## config.mk

```make
export PLATFORM = sky130hd
export DESIGN_NAME = dmem_arbiter
export DESIGN_NICKNAME = d
export VERILOG_FILES = /design/src/rtl/dmem_pkg.sv /design/src/rtl/dmem_lane_align.sv /design/src/rtl/dmem_arbiter.sv
export SDC_FILE = /design/constraint.sdc
export NUM_CORES = 1
export LEC_CHECK = 0
export CAP_MARGIN = 20
export CORE_AREA = 2 2 107 109
export DETAILED_ROUTE_END_ITERATION = 10
export DIE_AREA = 0 0 109 111
export PLACE_DENSITY = 0.76
export RECOVER_POWER = 100
export SLEW_MARGIN = 0
export SYNTH_ARGS = -nofsm -noshare
export SYNTH_HDL_FRONTEND = slang
export SYNTH_SLANG_ARGS = --single-unit
```

## constraint.sdc

```tcl
create_clock -name clk -period 2.7 [get_ports clk]
set_input_delay 0.675 -clock clk [delete_from_list [all_inputs] [get_ports clk]]
set_output_delay 0.675 -clock clk [all_outputs]
set_load 0.02 [all_outputs]
```

## src/rtl/dmem_pkg.sv

```systemverilog
// Shared definitions for the data-memory arbiter: funct3 size codes, FSM states, port count.
// No logic of its own; imported by dmem_lane_align and dmem_arbiter.
package dmem_pkg;
   localparam int NPORT = 2;

   localparam logic [2:0] SZ_B  = 3'd0;
   localparam logic [2:0] SZ_H  = 3'd1;
   localparam logic [2:0] SZ_W  = 3'd2;
   localparam logic [2:0] SZ_BU = 3'd4;
   localparam logic [2:0] SZ_HU = 3'd5;

   typedef enum logic {
      ST_ARB   = 1'b0,
      ST_LOCK1 = 1'b1
   } state_e;

   // 011 and 11x all decode as word accesses.
   function automatic logic is_word(input logic [2:0] sz);
      return sz[1] == SZ_W[1];
   endfunction
endpackage

```

## src/rtl/dmem_lane_align.sv

```systemverilog
// Byte-lane conversion: store mask/data placement and load extract/extend, plus alignment check.
// Purely combinational, zero latency; no backpressure.
// CHECK_ALIGN=1 flags halfwords with a[0]=1 and words with a[1:0]!=0.
module dmem_lane_align
   import dmem_pkg::*;
#(
   parameter bit CHECK_ALIGN = 1'b0
) (
   input  logic [2:0]  size_i,
   input  logic [1:0]  off_i,
   input  logic [31:0] wdata_i,
   input  logic [31:0] rdata_i,
   output logic [3:0]  wmask_o,
   output logic [31:0] wdata_o,
   output logic [31:0] rdata_o,
   output logic        misalign_o
);
   logic [7:0]  rd_b;
   logic [15:0] rd_h;
   logic        sext;

   always_comb begin
      wmask_o    = 4'hF;
      wdata_o    = wdata_i;
      rdata_o    = rdata_i;
      misalign_o = 1'b0;
      sext       = !((size_i == SZ_BU) || (size_i == SZ_HU));
      case (off_i)
         2'd0:    rd_b = rdata_i[7:0];
         2'd1:    rd_b = rdata_i[15:8];
         2'd2:    rd_b = rdata_i[23:16];
         default: rd_b = rdata_i[31:24];
      endcase
      rd_h = off_i[1] ? rdata_i[31:16] : rdata_i[15:0];

      if (size_i[1:0] == SZ_B[1:0]) begin
         wmask_o = 4'b0001 << off_i;
         wdata_o = {4{wdata_i[7:0]}};
         rdata_o = {{24{sext & rd_b[7]}}, rd_b};
      end else if (size_i[1:0] == SZ_H[1:0]) begin
         wmask_o    = 4'b0011 << {off_i[1], 1'b0};
         wdata_o    = {2{wdata_i[15:0]}};
         rdata_o    = {{16{sext & rd_h[15]}}, rd_h};
         misalign_o = CHECK_ALIGN && off_i[0];
      end else if (is_word(size_i)) begin
         misalign_o = CHECK_ALIGN && (off_i != 2'b00);
      end
   end
endmodule

```

## src/rtl/dmem_arbiter.sv

```systemverilog
// Round-robin arbiter sharing a single-port data memory between LSU (port 0) and debug/DMA (port 1).
// Grant is combinational in the access cycle; response (valid/rdata/err) is registered, one cycle later.
// Losing port stalls by holding its request; DMEM_MISALIGN_TRAP_EN turns misaligned accesses into errors.
module dmem_arbiter
   import dmem_pkg::*;
#(
   parameter int AW = 32,
   parameter int DW = 32
) (
   input  logic                       clk,
   input  logic                       rst,
   input  logic [NPORT-1:0]           req_i,
   input  logic [NPORT-1:0]           we_i,
   input  logic [NPORT-1:0][2:0]      size_i,
   input  logic [NPORT-1:0][AW-1:0]   addr_i,
   input  logic [NPORT-1:0][DW-1:0]   wdata_i,
   input  logic                       lock_i,
   output logic [NPORT-1:0]           gnt_o,
   output logic [NPORT-1:0]           rsp_valid_o,
   output logic [DW-1:0]              rsp_rdata_o,
   output logic                       rsp_err_o,
   output logic [AW-1:0]              mem_a_o,
   output logic [DW-1:0]              mem_wd_o,
   output logic                       mem_we_o,
   output logic [3:0]                 mem_wmask_o,
   input  logic [DW-1:0]              mem_rd_i
);
`ifdef DMEM_MISALIGN_TRAP_EN
   localparam bit TRAP_EN = 1'b1;
`else
   localparam bit TRAP_EN = 1'b0;
`endif

   state_e           state_q;
   logic             last_q;
   logic [NPORT-1:0] rsp_valid_q;
   logic [DW-1:0]    rsp_rdata_q;
   logic [DW-1:0]    rsp_rdata_d;
   logic             rsp_err_q;

   logic [NPORT-1:0] gnt;
   logic             sel;
   logic             access;
   logic             misalign;
   logic             wr;
   logic [3:0]       lane_mask;
   logic [DW-1:0]    load_data;

   // While locked, port 1 owns the bus and port 0 never wins.
   always_comb begin
      gnt = '0;
      if (state_q == ST_LOCK1) begin
         gnt = {req_i[1], 1'b0};
      end else begin
         case (req_i)
            2'b01:   gnt = 2'b01;
            2'b10:   gnt = 2'b10;
            2'b11:   gnt = last_q ? 2'b01 : 2'b10;
            default: gnt = 2'b00;
         endcase
      end
   end

   assign sel    = gnt[1];
   assign access = |gnt;

   dmem_lane_align #(
      .CHECK_ALIGN(TRAP_EN)
   ) u_align (
      .size_i    (size_i[sel]),
      .off_i     (addr_i[sel][1:0]),
      .wdata_i   (wdata_i[sel]),
      .rdata_i   (mem_rd_i),
      .wmask_o   (lane_mask),
      .wdata_o   (mem_wd_o),
      .rdata_o   (load_data),
      .misalign_o(misalign)
   );

   assign wr          = access & we_i[sel] & ~misalign;
   assign mem_we_o    = wr;
   assign mem_wmask_o = wr ? lane_mask : 4'h0;
   assign mem_a_o     = {addr_i[sel][AW-1:2], 2'b00};

   assign rsp_rdata_d = (access && !we_i[sel] && !misalign) ? load_data : '0;

   always_ff @(posedge clk) begin
      if (rst) begin
         state_q     <= ST_ARB;
         last_q      <= 1'b1;
         rsp_valid_q <= '0;
         rsp_rdata_q <= '0;
         rsp_err_q   <= 1'b0;
      end else begin
         rsp_valid_q <= gnt;
         rsp_rdata_q <= rsp_rdata_d;
         rsp_err_q   <= access & misalign;
         if (access) last_q <= sel;
         case (state_q)
            ST_ARB:   if (gnt[1] && lock_i) state_q <= ST_LOCK1;
            ST_LOCK1: if (!lock_i) state_q <= ST_ARB;
            default:  state_q <= ST_ARB;
         endcase
      end
   end

   assign gnt_o       = gnt;
   assign rsp_valid_o = rsp_valid_q;
   assign rsp_rdata_o = rsp_rdata_q;
   assign rsp_err_o   = rsp_err_q;
endmodule

```

==> results_dict.tcl <==
set metrics [dict create \
    core_area_mm2 0.01108 \
    hold_end "state_q" \
    crit_path_end_kind "output port" \
    min_path_cells 3 \
    grt_pass1_vias 4976 \
    rsz0062_at_grt "true" \
    ir_worst_vdd_v 0.0003469 \
    ys.flop_type "dfxtp_1" \
    startpoint_type "primary input" \
    syn_to_final_growth_pct 128.7 \
    cp_max_fo 4 \
    grt_pass1_wl_um 24740 \
    synth-seq-cells 36 \
    antenna_found_initial 1 \
    violations "negative setup slack" \
    setup_viol 35 \
    path_class "primary input to output port" \
    clk_latency_ps 280 \
    max_clock_freq_ghz 0.3452 \
    track_usage_pct 26.25 \
    syn_area_mm2 0.002950 \
    fill_cells 1039 \
    drive_gt1_share_pct 22.36 \
    hold_start "state_q" \
    drt-vias-per-instance 5.030 \
    reg2reg_to "rsp_rdata_o[10]" \
    synth_cell_types 42 \
    syn_area_per_cell_um2 6.318 \
    fp.dieArea_mm2 0.01210 \
    die_h_um 111 \
    dieWidth_um 109 \
    finalWeightedCongestion 0.8926 \
    required_ps 2030 \
    min_period_ps 2897 \
    htree_num_levels 2 \
    leakagePower_nw 3.137 \
    ant_nets 0 \
    max_slew_margin_pct 47.82 \
    synthCells 467 \
    drc 0 \
    fin_tns_setup_ps -2712 \
    synth_area_leaders "dfxtp_1, nand2_1, a21oi_1" \
    cts_root_buf "clkbuf_16" \
    ff2ff_path_depth 10 \
    clock_sinks 36 \
    drt_pass1_iterations 6 \
    cts_buffers 5 \
    vias 4773 \
    drt_wl_total_um 16770 \
    yosys.area.top_type "dfxtp_1" \
    r2r_slack_ps 30 \
    path_clk_slew_ps 60 \
    layout_setup_ws_ps -196.6 \
    grt_start_max_net_pins 33 \
    post-route-util_pct 60.91 \
    synth_top_area_share_pct 24.43 \
    timing.rr.start "state_q" \
    synth_edf_count 0 \
    ys_warn_count 0 \
    hpwlAfterDp_um 12660 \
    outcome "complete, but fails checks" \
    power_density_mw_per_mm2 395.0 \
    std_cell_rows 39 \
    clock_path_buffers 2 \
    grt.overflow.total 0 \
    drtIter0Drc 202 \
    min_period_over_period_pct 107.3 \
    slew_viol_final 0 \
    postCtsHoldBufs 0 \
    ios 279 \
    finalHoldViolations 0 \
    wl_per_cell_um 17.67 \
    fin_skew_ps 4.178 \
    async_reset_ff_share_pct 0 \
    initial_core_util_pct 26.64 \
    yosysSeqAreaShare_pct 24.43 \
    hold_path_class "flip-flop to flip-flop" \
    nets 977 \
    critPathArrivalTime_ps 2220 \
    cts_tree "built" \
    final_cell_mix "nand2_1, clkdlybuf4s50_1, buf_4" \
    drv_cap 0 \
    port_buffers 275 \
    mostFrequentLayoutCell "nand2_1" \
    worst_slew_pin_slew_ps 782.8 \
]
==> cells by family after synthesis <==
kind of cell / count (synthesis) / synth area share (%)
flip-flops: 36 / 24.43
AND/OR/NAND/NOR: 232 / 32.57
buffers and inverters: 42 / 6.446
other: 1 / 0.1271
multiplexers: 25 / 8.567
AO/OA/AOI/OAI: 131 / 27.86
==> routing by layer <==
layer	share of wire, %	vias up	GRT usage [%]
li1	-	2282	-
met1	34	2177	26.47
met2	53	263	49.81
met3	7.6	51	4.703
met4	4.9	0	13.42
met5	0	-	0
==> final cells by class <==
class	count	area (um^2)	area share (%)
clock inverter	3	42.54	0.6306
timing repair buffer	364	3438	50.96
sequential	36	720.7	10.68
tap	143	178.9	2.652
multi-input combinational	391	2213	32.81
antenna	1	2.502	0.03709
clock buffer	5	125.1	1.855
inverter	6	25.02	0.3709
==> report_power, final <==
part           switching (mW)  internal, mW  total, mW
Clock                   0.215         0.433      0.648
Sequential            0.00693         0.559      0.566
Combinational           0.728         0.722       1.45
Total                   0.950          1.71       2.66
==> synthesized netlist by cell type, types with 5 or more instances <==
cell type  instances
mux2i_1           23
buf_1              7
a21oi_1           47
a211o_1            7
buf_2              5
o22ai_1            8
a31oi_1           17
a22oi_1           16
inv_1              5
dfxtp_1           36
o21ai_0           14
o211ai_1          10
nand2b_1           6
nor2_1            33
clkbuf_1          19
nand2_1          178
==> flip-flops by register name, indices dropped and copies added, names as in the netlist <==
name         count
state_q          1
rsp_valid_o      2
last_q           1
rsp_rdata_o     32
==> what timing repair did <==
| action | 4_1_cts | 5_1_grt |
|---|---|---|
| setup buffers | 7 | 5 |
| setup endpoints to repair | 101 | 65 |
| pin swaps | 14 | 2 |
| resized for setup | 212 | 49 |
| gates cloned | 4 | 1 |
==> worst max-delay path: stages <==
cell      delay (ps)
buf_6            100
buf_6            100
and3b_1          180
o211ai_1         270
buf_4            220
buf_6            100
mux2i_1          160
nand2_1           60
o211ai_1         100
o21ai_2          100
buf_12           140
==> worst max path at each step <==
stage | end | depth (start not counted) | startpoint
global route | mem_wd_o[25] | 11 | req_i[0]
finish | mem_wd_o[25] | 11 | req_i[0]
detailed placement | mem_wd_o[12] | 10 | req_i[0]
CTS | mem_wd_o[25] | 11 | req_i[0]
global placement | mem_wd_o[27] | 10 | req_i[0]
floorplan | mem_wd_o[10] | 7 | req_i[0]
==> metrics by stage <==
step	setup WS, ps	cell area [um^2]	total power, mW	hold slack, ps	instances
after floorplan	-58.54	3055	1.205	512.6	469
after global placement	-985.6	6419	1.994	635.2	923
after detailed placement	-1011	6419	2.010	653.7	923
after CTS	-188.3	6698	2.663	665.9	942
after global routing	-294.1	6746	2.794	736.6	949
final	-196.6	6746	2.665	668.6	949
(Power assumes the default switching activity.)
